`config.mk`:
```
export PLATFORM = sky130hd
export DESIGN_NAME = serial_subtractor_flat
export DESIGN_NICKNAME = d
export VERILOG_FILES = /design/src/rtl/serial_subtractor_pkg.sv /design/src/rtl/serial_subtractor_if.sv /design/src/rtl/fsub_cell.sv /design/src/rtl/serial_subtractor.sv /design/src/flat_wrapper.sv
export SDC_FILE = /design/constraint.sdc
export NUM_CORES = 1
export LEC_CHECK = 0
export BUFFER_PORTS_ARGS = -buffer_cell sky130_fd_sc_hd__buf_4
export CAP_MARGIN = 20
export CORE_ASPECT_RATIO = 0.8
export CORE_MARGIN = 3
export CORE_UTILIZATION = 59
export CTS_CLUSTER_SIZE = 8
export DETAILED_ROUTE_END_ITERATION = 12
export PLACE_DENSITY = 0.93
export SETUP_SLACK_MARGIN = 0.2
export SLEW_MARGIN = 20
export SYNTH_ARGS = -nofsm -noshare
export SYNTH_HDL_FRONTEND = slang
export SYNTH_SLANG_ARGS = --single-unit
```
`constraint.sdc`:
```
create_clock -name clk -period 3.3 [get_ports clk]
set_clock_uncertainty 0.05 [all_clocks]
set_input_delay 0 -clock clk [delete_from_list [all_inputs] [get_ports clk]]
set_output_delay 0 -clock clk [all_outputs]
set_load 0.05 [all_outputs]
```
`src/rtl/serial_subtractor_pkg.sv`:
```
// Shared definitions for the bit-serial subtractor: default width and FSM state encoding.
package serial_sub_pkg;

  localparam int unsigned DefaultWidth = 8;

  typedef enum logic [1:0] {
    StIdle  = 2'd0,
    StShift = 2'd1,
    StDone  = 2'd2
  } state_e;

endpackage

```
`src/rtl/serial_subtractor_if.sv`:
```
// Operand/result bundle for the bit-serial subtractor.
interface serial_subtractor_if #(
  parameter int unsigned WIDTH = 8
) ();

  logic             start;
  logic [WIDTH-1:0] a;
  logic [WIDTH-1:0] b;
  logic             bin;
  logic             busy;
  logic             done;
  logic [WIDTH-1:0] diff;
  logic             borrow;

  modport master (
    output start, a, b, bin,
    input  busy, done, diff, borrow
  );

  modport slave (
    input  start, a, b, bin,
    output busy, done, diff, borrow
  );

endinterface

```
`src/rtl/fsub_cell.sv`:
```
// One-bit full subtractor: diff = a - b - c, borrow set when the bit underflows.
module fsub_cell (
  input  logic a,
  input  logic b,
  input  logic c,
  output logic diff,
  output logic borrow
);

  assign diff   = a ^ b ^ c;
  assign borrow = (~a & b) | (~a & c) | (b & c);

endmodule

```
`src/rtl/serial_subtractor.sv`:
```
// Bit-serial subtractor: computes a - b - bin LSB first, one bit per clock, WIDTH+2 cycles per op.
module serial_subtractor
  import serial_sub_pkg::*;
#(
  parameter int unsigned WIDTH = DefaultWidth
) (
  input logic                clk,
  input logic                rst,
  serial_subtractor_if.slave bus
);

  localparam int unsigned     CntW    = (WIDTH > 1) ? $clog2(WIDTH) : 1;
  localparam logic [CntW-1:0] CntLast = CntW'(WIDTH - 1);

  state_e            state_q, state_d;
  logic [WIDTH-1:0]  a_sr_q, a_sr_d;
  logic [WIDTH-1:0]  b_sr_q, b_sr_d;
  logic [WIDTH-1:0]  res_q, res_d;
  logic [WIDTH-1:0]  diff_q, diff_d;
  logic              borrow_ff_q, borrow_ff_d;
  logic              borrow_q, borrow_d;
  logic [CntW-1:0]   cnt_q, cnt_d;
  logic              step_diff;
  logic              step_borrow;

  fsub_cell u_fsub_cell (
    .a      (a_sr_q[0]),
    .b      (b_sr_q[0]),
    .c      (borrow_ff_q),
    .diff   (step_diff),
    .borrow (step_borrow)
  );

  always_comb begin
    state_d     = state_q;
    a_sr_d      = a_sr_q;
    b_sr_d      = b_sr_q;
    res_d       = res_q;
    diff_d      = diff_q;
    borrow_ff_d = borrow_ff_q;
    borrow_d    = borrow_q;
    cnt_d       = cnt_q;

    case (state_q)
      StIdle: begin
        if (bus.start) begin
          a_sr_d      = bus.a;
          b_sr_d      = bus.b;
          borrow_ff_d = bus.bin;
          cnt_d       = '0;
          state_d     = StShift;
        end
      end
      StShift: begin
        a_sr_d      = a_sr_q >> 1;
        b_sr_d      = b_sr_q >> 1;
        res_d       = {step_diff, res_q[WIDTH-1:1]};
        borrow_ff_d = step_borrow;
        if (cnt_q == CntLast) begin
          // Counter parks at its last value instead of wrapping; reloaded on next start.
          state_d  = StDone;
          diff_d   = res_d;
          borrow_d = step_borrow;
        end else begin
          cnt_d = cnt_q + CntW'(1);
        end
      end
      StDone: begin
        state_d = StIdle;
      end
      default: begin
        state_d = StIdle;
      end
    endcase
  end

  always_ff @(posedge clk) begin
    if (rst) begin
      state_q     <= StIdle;
      a_sr_q      <= '0;
      b_sr_q      <= '0;
      res_q       <= '0;
      diff_q      <= '0;
      borrow_ff_q <= 1'b0;
      borrow_q    <= 1'b0;
      cnt_q       <= '0;
    end else begin
      state_q     <= state_d;
      a_sr_q      <= a_sr_d;
      b_sr_q      <= b_sr_d;
      res_q       <= res_d;
      diff_q      <= diff_d;
      borrow_ff_q <= borrow_ff_d;
      borrow_q    <= borrow_d;
      cnt_q       <= cnt_d;
    end
  end

  assign bus.busy   = (state_q != StIdle);
  assign bus.done   = (state_q == StDone);
  assign bus.diff   = diff_q;
  assign bus.borrow = borrow_q;

endmodule

```
`src/flat_wrapper.sv`:
```
// flat-port wrapper written by rule: the top's interface ports become plain ports
module serial_subtractor_flat import serial_sub_pkg::*;
#(
  parameter int unsigned WIDTH = DefaultWidth
)
  (clk, rst, bus_start, bus_a, bus_b, bus_bin, bus_busy, bus_done, bus_diff, bus_borrow);
  serial_subtractor_if #(.WIDTH(WIDTH)) bus_i ();
  input logic clk;
  input logic rst;
  input wire logic [$bits(bus_i.start)-1:0] bus_start;
  input wire logic [$bits(bus_i.a)-1:0] bus_a;
  input wire logic [$bits(bus_i.b)-1:0] bus_b;
  input wire logic [$bits(bus_i.bin)-1:0] bus_bin;
  output wire logic [$bits(bus_i.busy)-1:0] bus_busy;
  output wire logic [$bits(bus_i.done)-1:0] bus_done;
  output wire logic [$bits(bus_i.diff)-1:0] bus_diff;
  output wire logic [$bits(bus_i.borrow)-1:0] bus_borrow;
  assign bus_i.start = bus_start;
  assign bus_i.a = bus_a;
  assign bus_i.b = bus_b;
  assign bus_i.bin = bus_bin;
  assign bus_busy = bus_i.busy;
  assign bus_done = bus_i.done;
  assign bus_diff = bus_i.diff;
  assign bus_borrow = bus_i.borrow;
  serial_subtractor #(.WIDTH(WIDTH)) u_core (.clk(clk), .rst(rst), .bus(bus_i));
endmodule
```
Word level (Yosys, flattened, before mapping)
Cells that the tools add are included.
- add/subtract/negate cells: 1
- eq/ne operators: 6
- mux-type cells: 12
- bitwise logic cells: 8
- reductions and logical operators: 7
- operators by type and width (cell ; number):
    8-bit one-hot mux with 2 select lines ; 2
    8-bit 2-to-1 mux ; 2
    3-bit 2-to-1 mux ; 2
    3-bit one-hot mux with 2 select lines ; 1
    2-bit AND reduction ; 3
    2-bit 2-to-1 mux ; 2
    2-bit inequality test, second input constant ; 2
    2-bit one-hot mux with 2 select lines ; 1
    2-bit nonzero test ; 2
    3-bit by 1-bit adder with 3-bit output, second input constant ; 1
    1-bit AND ; 3
    3-bit equality test, second input constant ; 1
    3-bit AND reduction ; 1
    2-bit by 1-bit equality test with 1-bit output, second input constant ; 1
    2-bit equality test, second input constant ; 1
    2-bit zero test ; 1
    2-bit by 1-bit inequality test with 1-bit output, second input constant ; 1
    1-bit bitwise OR ; 2
    1-bit one-hot mux with 2 select lines ; 1
    1-bit XOR ; 2
    1-bit 2-to-1 mux ; 1
    1-bit inverter ; 1
- register bits: 39
- logic and storage cells: 42

Longest topological paths before layout
- word-level depth: 5
- depth in mapped cells: 6
- mapped depth without buffers: 5

Cells and area by module
Synthesis repeated with hierarchy kept, for this count alone.
- cells, all modules: 171
- area total of the unflattened synthesis: 1702.9 um^2
- by module, submodules not included (module ; instances ; cells each ; area an instance (um^2)):
    serial_subtractor ; 1 ; 168 ; 1675.4
    fsub_cell ; 1 ; 3 ; 27.5

Worst setup path after synthesis
Ideal clock, no wire load.
- kind: reg2out
- start: reg u_core.state_q[1]
- end: out bus_done
- data arrival time: 1.376 ns
- required time: 3.250 ns
- setup slack: 1.874 ns
- stages on the path, launching flop included: 4
- buffers on the path: 2
- cells stage by stage: dfxtp_1 -> buf_6 -> buf_2 -> nor2b_1
- word-level cells in the longest chain between the ends: 1
- RTL lines (item ; RTL line ; RTL):
    start: declaration ; serial_subtractor.sv:15 ; state_e state_q, state_d;
    start signal: assignment ; serial_subtractor.sv:79 ; state_q <= StIdle;
    start signal: assignment ; serial_subtractor.sv:88 ; state_q <= state_d;
    2-bit equality test ; serial_subtractor.sv:100 ; assign bus.done = (state_q == StDone);
    end: declaration ; flat_wrapper.sv:15 ; output wire logic [$bits(bus_i.done)-1:0] bus_done;
No other way between the ends.

Worst setup path in the final report
- start: reg u_core.cnt_q[0]
- end: reg u_core.diff_q[2], in the netlist u_core.bus.diff[2]
- word-level cells in the longest chain between the ends: 2
- RTL lines (item ; RTL line ; RTL):
    start: declaration ; serial_subtractor.sv:22 ; logic [CntW-1:0] cnt_q, cnt_d;
    start signal: assignment ; serial_subtractor.sv:95 ; cnt_q <= cnt_d;
    3-bit equality test ; serial_subtractor.sv:59 ; if (cnt_q == CntLast) begin
    2-bit AND reduction (no source line) ; n/a ;
    end signal: assignment ; serial_subtractor.sv:92 ; diff_q <= diff_d;
    end: declaration ; serial_subtractor.sv:19 ; logic [WIDTH-1:0] diff_q, diff_d;
No other way between the ends.
A chain may end at the register's enable or synchronous reset.

==> metrics.md <==
| Metric | Value |
|---|---|
| Maximum clock rate | 0.529 GHz |
| Critical Path AT | 2.00 ns |
| Maximum vdd drop | 0.300 mV |
| Most numerous cell on the critical path | ha_1 |
| Leak pwr | 0.846 nW |
| CTS clk-pin slew, worst paths | 0.07 ns |
| Async S/R FF share, synth | 0 |
| Yosys warns | 0 |
| Core area | 2830 sq um |
| Period utilization | 0.572 |
| Max-cap violations | 0 |
| Nets | approximately 260 |
| Global-route wire length before repair | 6440 microns |
| Status | complete, no violations |
| I/O Buffers | 30 |
| Commonest non-fill, non-tap cells in the layout | a21oi_1 (44), dfxtp_1 (38), buf_4 (32) |
| Sink Count | 38 |
| Seq cells post-synth | 38 |
| Max_slew headroom | 0.442 |
| Power, Total | around 1 mW |
| Ys flop type | dfxtp_1 |
| PwrDens | 490 nW/um^2 |
| CTS buffer count | 5 |
| Mapped Area | 1810 sq um |
| Setup repair bufs after CTS | 0 |
| CTS tree | yes |
| Critical Path Max Stage Delay | approximately 0.57 ns |
| Crit path capture type | flip-flop |
| Die Y | 55.5 microns |
| Layout cells sized above 1 | 0.252 |
| Cts hold-fix bufs | 0 |
| Filler Cell Count | around 210 |
| CP Launch Type | flip-flop |
| Unrepaired setup endpoints after global routing | false |
| Top cell type by total area after synthesis | dfxtp_1 |
| Mean area per synthesized cell | 8.24 sq um |
| Initial Utilization | 0.638 |
| Die X | 67.8 microns |
| Final setup fails | 0 |
| Via count | roughly 1,600 |
| Die footprint | 3760 sq um |
| Worst Tran Pin Value | ~0.84 ns |
| Final instance area | roughly 2100 sq um |
| Drt first pass iters | 4 |
| Drt total wl | 3880 microns |
| Leading cell type in the layout, fill and taps excluded | a21oi_1 |
| Cell Area, Placed | ~2000 sq um |
| Critical path's slowest cell | ha_1 |
| Top cell type's share of synthesized area | 0.421 |
| Top delay family on crit path | adder cells |
| Hpwl dp | roughly 2400 microns |
| Setup Crit Path Kind | flip-flop to flip-flop |
| Final Worst Setup Slack | 1.41 ns |
| Num ports | 31 |
| # rows | 17 |
| WP buf/inv | 0 |
| Vias/cell | slightly below 6 |
| Antenna-violating nets left | 0 |
| ANT cells | 0 |
| Number of global-route vias before repair | 1,415 |
| H-tree depth | 2 |
| Slew Viols, Final | 0 |
| Place WS | ~1.3 ns |
| Wire length per cell | 14.1 microns |
| Worst Hold Class | input pin to flip-flop |
| 1st-iter DRT viols | 146 |
| Residual DRC | 0 |
| CTS max path bufs | 2 |
| Final Critical Period | 1.89 ns |
| GRT Residual Overflow | 0 |
| TNS Setup | 0 ns |
| Crit-path max FO | 17 |
| Synth top area cells | dfxtp_1 (42%), a21oi_1 (12%), o221a_2 (9.4%) |
| Synth cell types | 30 |
| RePlAce Congestion | 0.793 |
| Synthesis-to-layout area growth | 15.5% |
| Antenna violations before repair | 0 |
| Post-synthesis sequential area ratio | 0.421 |
| Largest net degree at the start of global routing | 41 |
| Post-synth EDFFs | 0 |
| All-layer global routing usage | 0.222 |
| Root Driver | clkbuf_8 |
| Synthesized net count | ~240 |
| Post-CTS sizing | 0 |
| Critical path cell sequence | ha_1 > ha_1 > nand3b_2 > nand2_1 > a21oi_1 |
| Fin. Hold Viols | 0 |
| Req. time, crit path | 3.41 ns |
| Post-Synthesis Cells | 219 |
| Clk_lat worst skew | 0.29 ns |
-- routing by layer --
layer | up-vias | GRT usage | share of wire
li1 | 800 | - | -
met3 | 6 | 0.0691 | 0.066
met4 | 0 | 0.0935 | 0.016
met5 | - | 0 | 0
met2 | 50 | 0.330 | 0.46
met1 | 736 | 0.295 | 0.46
-- power breakdown --
group | internal [mW] | switching, mW | leakage (nW) | total [mW]
Combinational | 0.0584 | 0.0664 | 0.478 | 0.125
Clock | 0.242 | 0.157 | 0.0573 | 0.399
Sequential | 0.481 | 0.0174 | 0.311 | 0.498
-- worst register-to-register path, delay by kind of cell, from the launching register on --
family | cells | cell delay, ns
DFF | 1 | 0.42
adders and majority gates | 2 | 0.75
and+or+nand+nor | 2 | 0.49
AOI/OAI and AO/OA | 1 | 0.07
-- registers in the layout, indices dropped and copies added, names as in the netlist --
signal and cells:
u_core.bus.diff 8, u_core.b_sr_q 8, u_core.cnt_q 3, u_core.res_q 7
u_core.state_q 2, u_core.borrow_ff_q 1, u_core.a_sr_q 8, u_core.bus.borrow 1
-- worst paths after layout --
| check | depth (start not counted) | slack, ns | endpoint | from |
|---|---|---|---|---|
| setup reg to reg | 5 | 1.41 | u_core.bus.diff[2]$_SDFFE_PP0P_ | u_core.cnt_q[0]$_SDFFE_PP0P_ |
| hold reg to reg | 2 | 0.41 | u_core.bus.diff[4]$_SDFFE_PP0P_ | u_core.bus.diff[4]$_SDFFE_PP0P_ |
| setup / recovery | 5 | 1.41 | u_core.bus.diff[2]$_SDFFE_PP0P_ | u_core.cnt_q[0]$_SDFFE_PP0P_ |
| hold / removal | 3 | 0.01 | u_core.a_sr_q[7]$_SDFFE_PP0P_ | bus_a[7] |
-- logic make-up after synthesis --
kind of cell | synth area share
AND/OR/NAND/NOR | 0.179
AO/OA/AOI/OAI | 0.268
flip-flops | 0.421
multiplexers | 0.00554
adder cells (fa/ha/maj) | 0.0249
buffers and inverters | 0.101
-- final cells by class --
type,count,area (sq um),share of cell area
Inverter,16,60.1,0.0288
Clock inverter,1,30.0,0.0144
Tap cell,38,47.5,0.0228
Multi-Input combinational cell,145,865,0.415
Clock buffer,6,82.6,0.0396
Timing Repair Buffer,32,240,0.115
Sequential cell,38,761,0.365
-- synthesized netlist by cell type, types with 2 or more instances --
cell type  number
a21oi_1        44
dfxtp_1        38
nor2_1         25
nand2_1        20
inv_1          16
o221a_2        15
nand3_1        12
buf_2          11
o21ai_0         4
o22a_1          4
a31oi_1         3
buf_4           3
buf_6           3
clkbuf_1        2
ha_1            2
nor2b_1         2
or3b_1          2
-- stage by stage --
stage / instances / hold slack, ns / utilization
final: 276 / 0.0125 / 0.737
after global routing: 276 / 0.0274 / 0.737
after CTS: 276 / 0.0111 / 0.736
after detailed placement: 269 / 0.310 / 0.697
after global placement: 269 / 0.309 / 0.697
after floorplan: 219 / 0.187 / -
Power figures use the tool's default switching activity.
